$ cat config.mk
export PLATFORM = sky130hd
export DESIGN_NAME = acmp_monitor
export DESIGN_NICKNAME = d
export VERILOG_FILES = /design/src/rtl/acmp_monitor.sv
export SDC_FILE = /design/constraint.sdc
export NUM_CORES = 1
export LEC_CHECK = 0
export ABC_AREA = 1
export BUFFER_PORTS_ARGS = -buffer_cell sky130_fd_sc_hd__clkbuf_2
export CAP_MARGIN = 20
export CORE_ASPECT_RATIO = 2
export CORE_MARGIN = 5
export CORE_UTILIZATION = 25
export CTS_CLUSTER_DIAMETER = 30
export DETAILED_ROUTE_END_ITERATION = 10
export GPL_TIMING_DRIVEN = 0
export SYNTH_ARGS = -nofsm -noshare
export SYNTH_HDL_FRONTEND = slang
export SYNTH_SLANG_ARGS = --single-unit
export TNS_END_PERCENT = 20
$ cat constraint.sdc
create_clock -name clk -period 1.69 [get_ports clk]
set_input_delay 0 -clock clk [delete_from_list [all_inputs] [get_ports clk]]
set_output_delay 0 -clock clk [all_outputs]
set_load 0.02 [all_outputs]
$ cat src/rtl/acmp_monitor.sv
// Digital back end for the analog comparator: enable/settle sequencing, 2-flop
// synchroniser, glitch filter, sticky edge flags, interrupt and saturating edge counter.
module acmp_monitor #(
  parameter int SETTLE_CYCLES = 16,
  parameter int FILT_LEN      = 4,
  parameter int CNT_W         = 16
) (
  input  logic             clk,
  input  logic             reset,
  input  logic             enable_i,
  input  logic             cmp_out,
  output logic             cmp_en,
  input  logic             irq_rise_en,
  input  logic             irq_fall_en,
  input  logic             clr_i,
  output logic             level,
  output logic             valid,
  output logic             rise_flag,
  output logic             fall_flag,
  output logic             irq,
  output logic [CNT_W-1:0] edge_count,
  output logic [1:0]       dbg_state
);

  localparam int SW = (SETTLE_CYCLES > 0) ? $clog2(SETTLE_CYCLES + 1) : 1;
  localparam int FW = $clog2(FILT_LEN + 1);
  localparam logic [SW-1:0]    SETTLE_LOAD = SW'(SETTLE_CYCLES);
  localparam logic [FW-1:0]    FILT_LAST   = FW'(FILT_LEN - 1);
  localparam logic [CNT_W-1:0] CNT_MAX     = '1;

  typedef enum logic [1:0] {
    ST_OFF    = 2'd0,
    ST_SETTLE = 2'd1,
    ST_ACTIVE = 2'd2
  } state_t;

  state_t           state, state_n;
  logic             sync1, s;
  logic [SW-1:0]    settle_cnt, settle_cnt_n;
  logic [FW-1:0]    filt_cnt, filt_cnt_n;
  logic             level_n, toggle;
  logic             rise_n, fall_n;
  logic [CNT_W-1:0] count_n;

  always_comb begin
    state_n      = state;
    settle_cnt_n = settle_cnt;
    filt_cnt_n   = filt_cnt;
    level_n      = level;
    toggle       = 1'b0;
    case (state)
      ST_OFF: begin
        if (enable_i) begin
          if (SETTLE_CYCLES == 0) begin
            state_n    = ST_ACTIVE;
            level_n    = s;
            filt_cnt_n = '0;
          end else begin
            state_n      = ST_SETTLE;
            settle_cnt_n = SETTLE_LOAD;
          end
        end
      end
      ST_SETTLE: begin
        if (settle_cnt <= SW'(1)) begin
          // The entry load adopts the current sample without producing an edge.
          state_n    = ST_ACTIVE;
          level_n    = s;
          filt_cnt_n = '0;
        end else begin
          settle_cnt_n = settle_cnt - SW'(1);
        end
      end
      ST_ACTIVE: begin
        if (s != level) begin
          if (filt_cnt == FILT_LAST) begin
            toggle     = 1'b1;
            level_n    = ~level;
            filt_cnt_n = '0;
          end else begin
            filt_cnt_n = filt_cnt + FW'(1);
          end
        end else begin
          filt_cnt_n = '0;
        end
      end
      default: state_n = ST_OFF;
    endcase
    // Disable overrides everything; the forced level clear is not an edge.
    if (!enable_i) begin
      state_n      = ST_OFF;
      settle_cnt_n = '0;
      filt_cnt_n   = '0;
      level_n      = 1'b0;
      toggle       = 1'b0;
    end
  end

  always_comb begin
    rise_n  = clr_i ? 1'b0 : rise_flag;
    fall_n  = clr_i ? 1'b0 : fall_flag;
    count_n = clr_i ? '0 : edge_count;
    // An edge in the same cycle as clr_i survives the clear.
    if (toggle) begin
      if (level_n) rise_n = 1'b1;
      else         fall_n = 1'b1;
      if (count_n != CNT_MAX) count_n = count_n + CNT_W'(1);
    end
  end

  always_ff @(posedge clk or posedge reset) begin
    if (reset) begin
      sync1      <= 1'b0;
      s          <= 1'b0;
      state      <= ST_OFF;
      settle_cnt <= '0;
      filt_cnt   <= '0;
      level      <= 1'b0;
      valid      <= 1'b0;
      cmp_en     <= 1'b0;
      rise_flag  <= 1'b0;
      fall_flag  <= 1'b0;
      edge_count <= '0;
    end else begin
      sync1      <= cmp_out;
      s          <= sync1;
      state      <= state_n;
      settle_cnt <= settle_cnt_n;
      filt_cnt   <= filt_cnt_n;
      level      <= level_n;
      valid      <= (state_n == ST_ACTIVE);
      cmp_en     <= (state_n != ST_OFF);
      rise_flag  <= rise_n;
      fall_flag  <= fall_n;
      edge_count <= count_n;
    end
  end

  assign irq       = (rise_flag & irq_rise_en) | (fall_flag & irq_fall_en);
  assign dbg_state = state;

endmodule

==> key figures, run 1 <==
Floorplan
  • Die width: ~76 microns
  • Row Count: 48
  • Die span in y: approximately 140 microns
  • Initial Util: around 26%
  • I/O Pins: 31
  • Die area: around 11000 sq um
  • Core Area: around 8600 sq um

Place
  • RD Place Congestion: between 0.9 and 1
  • Port Buffers: 30
  • Cell Area, Placed: 2520 sq um
  • HPWL after DPL: 4730 microns

Global routing
  • GRT Total Usage: approximately 11%
  • Congestion Overflow GR: 0
  • Vias in the first global route: roughly 2100
  • Largest net degree at the start of global routing: 20
  • Initial antenna violation count: 0
  • First-pass GRT wire length: roughly 10000 microns

Worst setup path
  • Flop-to-flop setup slack: between 0.07 and 0.08 ns
  • Crit path from: edge_count[0]
  • Critical Path Fanout Max: 4
  • R2r startpoint: edge_count[0]
  • Critical path endpoint category: register
  • CP Launch Type: register
  • Reg2reg end: edge_count[10]
  • Arrival @ worst endpoint: roughly 1.8 ns
  • Data required, critical path: approximately 1.9 ns
  • Worst R2R Path Depth: 10
  • Worst setup path category: register to register

Logic synthesis
  • Top-count cell post-synth: nand2_1
  • Asr flop ratio synth: 100%
  • Synth warnings: 0
  • Ys flop type: dfrtp_1
  • Post-synth top area share: a little under two fifths
  • Synthesized Nets: roughly 320
  • Syn Std Cell Area: 2210 sq um
  • Synth cell types: 34
  • Post-synth EDFFs: 0
  • Dominant cell type by area after synthesis: dfrtp_1
  • Syn_area_per_cell: 7.26 sq um
  • Synth top area cells: dfrtp_1 37%, nand2_1 15%, inv_1 7.1%, nand3_1 5.9%, nor2_1 4.6%
  • Top cells by count, synth: 91 x nand2_1, 42 x inv_1, 33 x dfrtp_1, 27 x nor2_1, 26 x nand3_1
  • Seq/Total Area, Yosys: 37.4%
  • Post-synthesis register bit count: 33
  • Post-Synthesis Cells: a little over 300

Final layout
  • Area grow syn2layout: 29.6%
  • N_diodes: 0
  • Filler instances: roughly 940
  • Post-layout net count: 369
  • Final Util: ~33%
  • Final Instance Area: ~2900 sq um
  • Share of post-route cells with drive strength above 1: 26.5%

Detailed routing
  • Routed Antenna Nets: 0
  • Pre-antenna DRT Iters: 4
  • Final WL: ~6000 microns
  • Via density: 4.76
  • WL met3: 207 microns
  • Metal2 WL: around 3500 microns
  • Top Layer Used: met4
  • Wire length per cell: roughly 13 microns
  • Vias: approximately 2200
  • DRC: 0
  • Wire length on met1: 2000 microns
  • Iter 0 DRT Violations: 101

STA
  • Pins Over Slew Limit: 0
  • Setup TNS: 0 ns
  • # setup viols final: 0
  • Maximum achievable frequency: 0.618 GHz
  • Final hold viol count: 0
  • Unrepaired setup endpoints after global routing: true
  • Worst-Margin Slew: slightly below 0.7 ns
  • Min Tclk post-route: 1.62 ns
  • Clock skew: 0.00773 ns
  • Relative slew slack: a little over half
  • Hold Slack: about 0.082 ns
  • Final worst-path cycle share: about 96%

Pwr
  • Clock power frac: between 30% and 40%
  • Logic gate share of total power: 31.0%
  • Switch Pwr: around 1 mW
  • P_int: 1.92 mW
  • Sequential power share: around a third
  • Peak supply drop: 730 uV
  • LEAKAGE: 1.48 nW
  • Switching share of power: about a third
  • Power Density: roughly 1000 nW/um^2

Clocking
  • Cts bufs inserted: 5
  • Htree depth: 2
  • Clk sinks: 33
  • Clock latency at the later pin of the worst-skew pair: around 0.28 ns
  • Clock Tree Buf Depth: 2
  • Worst-path clk slew: ~0.060 ns
  • CTS tree: done
  • Clk Tree Root Cell: clkbuf_16

Worst hold path
  • Hold_sp: enable_i
  • Min-Delay Path Class: primary input to register
  • Hold Path Stages: 3
  • Worst hold endpoint: dbg_state[1]

Flow run
  • Max cap viols: 0

Outcome
  • Status: complete, no violations
[cells by family after synthesis]
| family | Yosys count | share of synthesized area [%] |
|---|---|---|
| DFF | 33 | 37.4 |
| AOI/OAI and AO/OA | 27 | 6.52 |
| adders and majority gates | 8 | 4.54 |
| buffers and inverters | 52 | 9.81 |
| and+or+nand+nor | 180 | 40.1 |
| xor gates and xnor gates | 4 | 1.59 |
[state kept, by name, summed over array words and instances, names as in the netlist]
register and flops:
level 1, edge_count 16, settle_cnt 5, s 1
valid 1, rise_flag 1, dbg_state 2, sync1 1
filt_cnt 3, cmp_en 1, fall_flag 1
[area by class of cell]
type / count / area [sq um] / area share (%)
tap: 100 / 125 / 4.37
clock buffer: 5 / 125 / 4.37
sequential: 33 / 828 / 29.0
multi-input combinational: 219 / 1230 / 43.2
timing repair buffer: 43 / 273 / 9.54
clock inverter: 3 / 46.3 / 1.62
buffer: 4 / 42.5 / 1.49
inverter: 48 / 185 / 6.47
[critical path: stages, from the launching register on]
cell     delay [ns]
dfrtp_2        0.38
inv_1          0.07
nor2_4         0.14
ha_4           0.16
nand4_4        0.15
nor2_4         0.17
inv_1          0.08
nor3_2         0.18
nand2_1        0.07
nand2_1        0.05
nand2_1        0.04
[cells in the final DEF, fill, tap and decap left out, types with 3 or more instances in the layout]
master     instances
o21ai_0           16
o21ai_1            3
nand2_2            5
nor2_1            24
inv_2              6
a21oi_1            5
inv_1             40
dfrtp_1           31
nor2_4             5
buf_4             10
nand4_1           10
clkbuf_2          30
ha_4               3
nand3_2            3
nor2_2             6
nand2_1           89
nand3_1           25
ha_1               5
clkbuf_16          5
[per-stage QoR]
step,power (mW),worst slack (ns),instances
finish,2.92,0.0718,455
global route,3.12,-0.0458,455
CTS,2.87,0.0130,449
detailed placement,1.75,-0.160,435
global placement,1.72,-0.126,434
floorplan,1.53,0.00859,304
[power by group through the flow]
stage | Combinational [mW] | Sequential (mW) | Clock, mW
floorplan | 0.512 | 1.02 | 0
global placement | 0.749 | 0.967 | 0
detailed placement | 0.775 | 0.973 | 0
CTS | 0.827 | 0.947 | 1.09
global route | 1.02 | 0.970 | 1.12
finish | 0.904 | 0.956 | 1.06
[worst max path at each step]
stage	endpoint	slack, ns
after global routing	edge_count[10]	-0.05
after floorplan	edge_count[10]	0.009
after global placement	edge_count[3]	-0.13
after CTS	edge_count[3]	0.01
after detailed placement	edge_count[3]	-0.16
final	edge_count[10]	0.07
[timing repair]
action	in CTS	in global routing
resized for setup	7	15
hold buffers	2	0
pin swaps	3	6
endpoints found under the setup margin	17	23
buffers inserted	4	6
hold endpoints to repair	15	0
[routing by layer]
metal  vias up  track usage (%)
met4         0             8.11
met1      1023             9.60
met3        22             1.89
met5         -                0
met2        58             22.6
li1       1062                -
No activity file was read; power rests on OpenSTA's default activity.
==> inputs of run 2 (changes only) <==
--- a/config.mk
+++ b/config.mk
@@ -14,6 +14,8 @@
 export CTS_CLUSTER_DIAMETER = 30
 export DETAILED_ROUTE_END_ITERATION = 10
 export GPL_TIMING_DRIVEN = 0
+export HOLD_SLACK_MARGIN = 0.08
+export RECOVER_POWER = 50
 export SYNTH_ARGS = -nofsm -noshare
 export SYNTH_HDL_FRONTEND = slang
 export SYNTH_SLANG_ARGS = --single-unit
==> run 2 against run 1 <==
  * First-iteration DRC count is 0.99% lower
  * Clock skew hardly changed
  * Largest cell class unchanged
  * Critical path type unchanged
  * Setup slack better by 0.0035 ns
  * Cell count stayed put
  * Die area stayed put
  * Sequential share of layout area is 0.52 points higher
  * Cell area is 1.7% lower
  * Critical path depth is 1 higher
==> key figures, run 2 (synthesis results as in run 1) <==
Worst setup path
  • Max incr delay on CP: around 0.38 ns
  • Critical Path Fanout Max: 4
  • Top Family by Delay on Critical Path: simple AND/OR/NAND/NOR gates
  • CP max-delay cell: dfrtp_2
  • Bufs and invs on worst path: 2
  • Worst setup path category: register to register
  • Data required, critical path: between 1.5 and 2 ns
  • WP depth: 11
  • Most frequent CP cell: nand2_1
  • CP Launch Type: register
  • Crit-path cells: inv_1, nor2_4, ha_4, nand4_4, nor2_4, buf_4, nand3_1, nand2_1, nand3_1, nand2_1, nand2_1
  • Arrival @ worst endpoint: 1.79 ns
  • Critical path endpoint category: register
  • Worst R2R Path Depth: 11

Floorplan
  • Die span in y: between 100 and 150 microns
  • Initial Util: between 20% and 30%
  • Die area: between 10000 and 15000 sq um
  • Die width: roughly 76 microns
  • Row Count: between 40 and 50
  • I/O Pins: 31
  • Core Area: 8650 sq um

STA
  • Worst-Margin Slew: slightly above 0.6 ns
  • Maximum achievable frequency: ~0.62 GHz
  • Clock skew: 0.00744 ns
  • Min Tclk post-route: 1.61 ns
  • Final worst-path cycle share: a little over nine tenths
  • Unrepaired setup endpoints after global routing: true
  • Pins Over Slew Limit: 0
  • Final hold viol count: 0
  • Final worst setup slack: between 0.07 and 0.08 ns
  • # setup viols final: 0
  • Setup TNS: 0 ns
  • Hold Slack: ~0.086 ns
  • Relative slew slack: 59.7%

Clocking
  • CTS tree: done
  • Clock Tree Buf Depth: 2
  • Htree depth: 2
  • Cts bufs inserted: 5
  • Clk Tree Root Cell: clkbuf_16
  • Clk sinks: 33
  • Worst-path clk slew: 0.06 ns
  • Clock latency at the later pin of the worst-skew pair: 0.28 ns

Pwr
  • Peak supply drop: 731 uV
  • Design Power: ~2.9 mW
  • LEAKAGE: 1.39 nW
  • Power Density: roughly 1000 nW/um^2

Detailed routing
  • Pre-antenna DRT Iters: 4
  • Via density: between 4 and 5
  • Wire length per cell: roughly 13 microns
  • Vias: about 2200
  • DRC: 0
  • Routed Antenna Nets: 0
  • Iter 0 DRT Violations: 100
  • Final WL: roughly 6100 microns

Global routing
  • Initial antenna violation count: 0
  • GRT Total Usage: between 10% and 20%
  • First-pass GRT wire length: approximately 9900 microns
  • Vias in the first global route: ~2100
  • Congestion Overflow GR: 0
  • Largest net degree at the start of global routing: 20

Final layout
  • Final Instance Area: 2810 sq um
  • Area grow syn2layout: 27.3%
  • Biggest regs: edge_count: 16 flops, settle_cnt: 5 flops, filt_cnt: 3 flops
  • Most frequent cells in the layout: 89 x nand2_1, 40 x inv_1, 31 x dfrtp_1
  • Filler instances: between 900 and 1000
  • Share of post-route cells with drive strength above 1: 20.3%
  • Reg with most FFs: edge_count
  • Most common cell after layout, fill and taps aside: nand2_1
  • Post-layout net count: approximately 370
  • N_diodes: 0
  • Max reg flops: 16

Worst hold path
  • Hold Path Stages: 3
  • Min-Delay Path Class: primary input to register

Flow run
  • Max cap viols: 0

Place
  • RD Place Congestion: 0.924
  • HPWL after DPL: approximately 4700 microns
  • Port Buffers: 30
  • Cell Area, Placed: around 2500 sq um
  • Worst slack, placed: -0.160 ns

Outcome
  • Status: complete, no violations
[run 2: changes by cell type in the layout (fill, tap and decap cells not counted)]
cell and delta:
clkbuf_1 +22, clkbuf_2 -21, buf_16 -1
[run 2: per-layer routing]
layer / wire [microns] / global-route usage (%)
met3: 197 / 1.89
met4: 299 / 8.11
met2: 3540 / 22.6
met5: 0 / 0
met1: 2020 / 9.60
[run 2: area by class of cell]
type / count / area, sq um / area share [%]
clock buffers: 5 / 125 / 4.45
repair buffers: 43 / 223 / 7.93
well taps: 100 / 125 / 4.45
plain buffers: 4 / 42.5 / 1.51
clock inverters: 3 / 46.3 / 1.65
multi-input cells: 219 / 1230 / 43.9
inverters: 48 / 185 / 6.59
flip-flops and latches: 33 / 828 / 29.5
[run 2: metrics by stage]
| step | cells | util, % |
|---|---|---|
| CTS | 449 | 32.0 |
| global placement | 434 | 28.8 |
| global route | 455 | 32.5 |
| detailed placement | 435 | 29.1 |
| floorplan | 304 | - |
| finish | 455 | 32.5 |
[run 2: power by group]
part	leakage (nW)	internal, mW	switching (mW)
clock network	0.0800	0.697	0.357
registers	0.447	0.887	0.0679
logic	0.865	0.318	0.572
total	1.39	1.90	0.997
[run 2: repair_timing]
item / in CTS / in global routing
buffers inserted: 4 / 6
pin swaps: 3 / 6
hold buffers: 2 / 0
endpoints found under the setup margin: 17 / 23
gates resized for setup: 7 / 15
endpoints found under the hold margin: 15 / 0
[run 2: worst paths after layout]
kind | start | slack, ns | endpoint
max reg2reg | edge_count[0] | 0.08 | edge_count[14]
max in group asynchronous | reset | 0.42 | edge_count[0]
min in group asynchronous | reset | 0.32 | rise_flag
min reg2reg | sync1 | 0.35 | s
min | enable_i | 0.09 | dbg_state[1]
max | edge_count[0] | 0.08 | edge_count[14]
[run 2: worst register-to-register path: stages (launching register included)]
cell and delay (ns):
dfrtp_2 0.38, inv_1 0.07, nor2_4 0.14, ha_4 0.16, nand4_4 0.15, nor2_4 0.17
buf_4 0.15, nand3_1 0.06, nand2_1 0.06, nand3_1 0.07, nand2_1 0.06, nand2_1 0.04
==> inputs of run 3 (changes only) <==
--- a/config.mk
+++ b/config.mk
@@ -16,6 +16,8 @@
 export GPL_TIMING_DRIVEN = 0
 export HOLD_SLACK_MARGIN = 0.08
 export RECOVER_POWER = 50
+export SETUP_SLACK_MARGIN = 0.15
+export SLEW_MARGIN = 0
 export SYNTH_ARGS = -nofsm -noshare
 export SYNTH_HDL_FRONTEND = slang
 export SYNTH_SLANG_ARGS = --single-unit
==> run 3 against run 2 <==
  * Power is 2.5% higher
  * Count of clock-buffer cells in the layout is 2 higher
  * Clock power hardly changed
  * Die area stayed put
  * Combinational power is 6.7% higher
  * Sequential share of layout area is 0.95 points lower
  * Largest cell class unchanged
==> key figures, run 3 (synthesis results as in run 1) <==
Outcome
  • Status: complete, no violations

Final layout
  • Reg with most FFs: edge_count
  • Share of post-route cells with drive strength above 1: approximately a quarter
  • Filler instances: ~950
  • Final Instance Area: 2910 sq um
  • Most frequent cells in the layout: 88 x nand2_1, 36 x inv_1, 30 x dfrtp_1
  • N_diodes: 0
  • Biggest regs: edge_count: 16 flops, settle_cnt: 5 flops, filt_cnt: 3 flops
  • Most common cell after layout, fill and taps aside: nand2_1
  • Max reg flops: 16
  • Final Util: approximately a third
  • Post-layout net count: between 300 and 400
  • Area grow syn2layout: 31.7%

Worst setup path
  • Data required, critical path: between 1.5 and 2 ns
  • Critical path endpoint category: register
  • Worst setup path category: register to register
  • Critical Path Fanout Max: 4
  • Crit-path cells: inv_2, nor2_4, ha_4, nand4_4, nor2_4, inv_2, nor3_2, nand2_1, nand2_1, nand2_1
  • Reg2reg end: edge_count[10]
  • CP max-delay cell: dfrtp_2
  • Most frequent CP cell: nand2_1
  • R2r startpoint: edge_count[1]
  • CP Launch Type: register
  • Flop-to-flop setup slack: 0.11 ns
  • Worst R2R Path Depth: 10
  • Max incr delay on CP: around 0.37 ns
  • Arrival @ worst endpoint: about 1.7 ns

Pwr
  • LEAKAGE: ~1.5 nW
  • Design Power: slightly below 3 mW
  • Peak supply drop: roughly 860 uV
  • Power Density: 1020 nW/um^2

Clocking
  • Clock latency at the later pin of the worst-skew pair: 0.28 ns
  • Clk sinks: 33
  • Clk Tree Root Cell: clkbuf_16
  • CTS tree: done
  • Htree depth: 2
  • Cts bufs inserted: 5
  • Clock Tree Buf Depth: 2
  • Worst-path clk slew: approximately 0.060 ns

Detailed routing
  • Final WL: 6260 microns
  • Via density: between 4 and 5
  • Pre-antenna DRT Iters: 6
  • DRC: 0
  • Routed Antenna Nets: 0
  • Vias: between 2000 and 2500
  • Iter 0 DRT Violations: 149
  • Wire length per cell: ~14 microns

Floorplan
  • Initial Util: 25.5%
  • Die span in y: approximately 140 microns
  • Die width: 76.4 microns
  • Die area: about 11000 sq um
  • Row Count: 48
  • I/O Pins: 31
  • Core Area: 8650 sq um

Global routing
  • GRT Total Usage: around 11%
  • Initial antenna violation count: 0
  • Vias in the first global route: around 2100
  • First-pass GRT wire length: between 10000 and 15000 microns
  • Congestion Overflow GR: 0
  • Largest net degree at the start of global routing: 34

Worst hold path
  • Hold Path Stages: 4
  • Hold_sp: clr_i
  • Min-Delay Path Class: primary input to register
  • Worst hold endpoint: edge_count[11]

STA
  • Relative slew slack: 49.9%
  • Worst-Margin Slew: between 0.7 and 0.8 ns
  • Pins Over Slew Limit: 0
  • Final worst setup slack: 0.110 ns
  • Clock skew: 0.00934 ns
  • Maximum achievable frequency: roughly 0.63 GHz
  • Final hold viol count: 0
  • Final worst-path cycle share: just over 90%
  • # setup viols final: 0
  • Min Tclk post-route: 1.58 ns
  • Unrepaired setup endpoints after global routing: true

Place
  • RD Place Congestion: 0.859
  • Cell Area, Placed: approximately 2500 sq um
  • Port Buffers: 30
  • HPWL after DPL: 4530 microns
  • Worst slack, placed: -0.120 ns

Flow run
  • Max cap viols: 0
## run 3: changes by cell type in the layout (fill, tap and decap cells not counted), moves of 2 or more
cell and change:
buf_4 +8, inv_1 -4, inv_2 +4, clkbuf_1 +2, clkbuf_2 -2, nand2_4 +2
## run 3: how the worst max path moves through the flow
stage	startpoint	endpoint	slack, ns	cells after the start
after floorplan	edge_count[0]	edge_count[10]	0.09	10
after global placement	dbg_state[0]	edge_count[3]	-0.09	11
after detailed placement	dbg_state[0]	edge_count[3]	-0.12	11
after CTS	settle_cnt[1]	settle_cnt[4]	0.09	9
after global routing	settle_cnt[1]	fall_flag	-0.007	10
final	edge_count[1]	edge_count[10]	0.11	10
## run 3: repair_timing
| action | 4_1_cts | 5_1_grt |
|---|---|---|
| resized for setup | 13 | 15 |
| hold buffers | 3 | 0 |
| endpoints found under the hold margin | 35 | 0 |
| endpoints found under the setup margin | 22 | 29 |
| pin swaps | 9 | 6 |
| buffers inserted | 10 | 8 |
## run 3: metrics by stage
stage	hold slack (ns)	setup TNS [ns]	std cells
6_report	0.115	0	463
3_5_place_dp	0.115	-0.859	434
3_3_place_gp	0.111	-0.452	434
4_1_cts	0.108	0	455
2_1_floorplan	0.0314	0	304
5_1_grt	0.135	-0.00924	463
## run 3: area by class of cell
type	instances	area [sq um]	area share [%]
inverter	48	188	6.45
timing repair buffer	51	290	9.98
sequential	33	830	28.5
clock buffer	7	143	4.91
buffer	4	45.0	1.55
multi-input combinational	219	1260	43.2
clock inverter	1	30.0	1.03
tap	100	125	4.30
## run 3: power by group
part / leakage, nW / switching (mW) / internal (mW)
sequential: 0.445 / 0.0610 / 0.887
combinational: 0.935 / 0.602 / 0.348
clock: 0.0841 / 0.336 / 0.736
## run 3: critical path, delay by kind of cell (launching register included)
family                   cells  cell delay [ns]
AND/OR/NAND/NOR              7             0.83
flip-flops                   1             0.37
buffers and inverters        2             0.11
adder cells (fa/ha/maj)      1             0.17
## run 3: metal layers
layer  vias to the layer above  global-route usage [%]  share of wire (%)  routed length (microns)
li1                       1083                       -                  -                        -
met3                        19                    1.96                3.4                      215
met4                         0                    5.99                3.8                      240
met2                        45                    22.7                 57                     3580
met1                      1013                    10.8                 36                     2220
met5                         -                       0                  0                        0
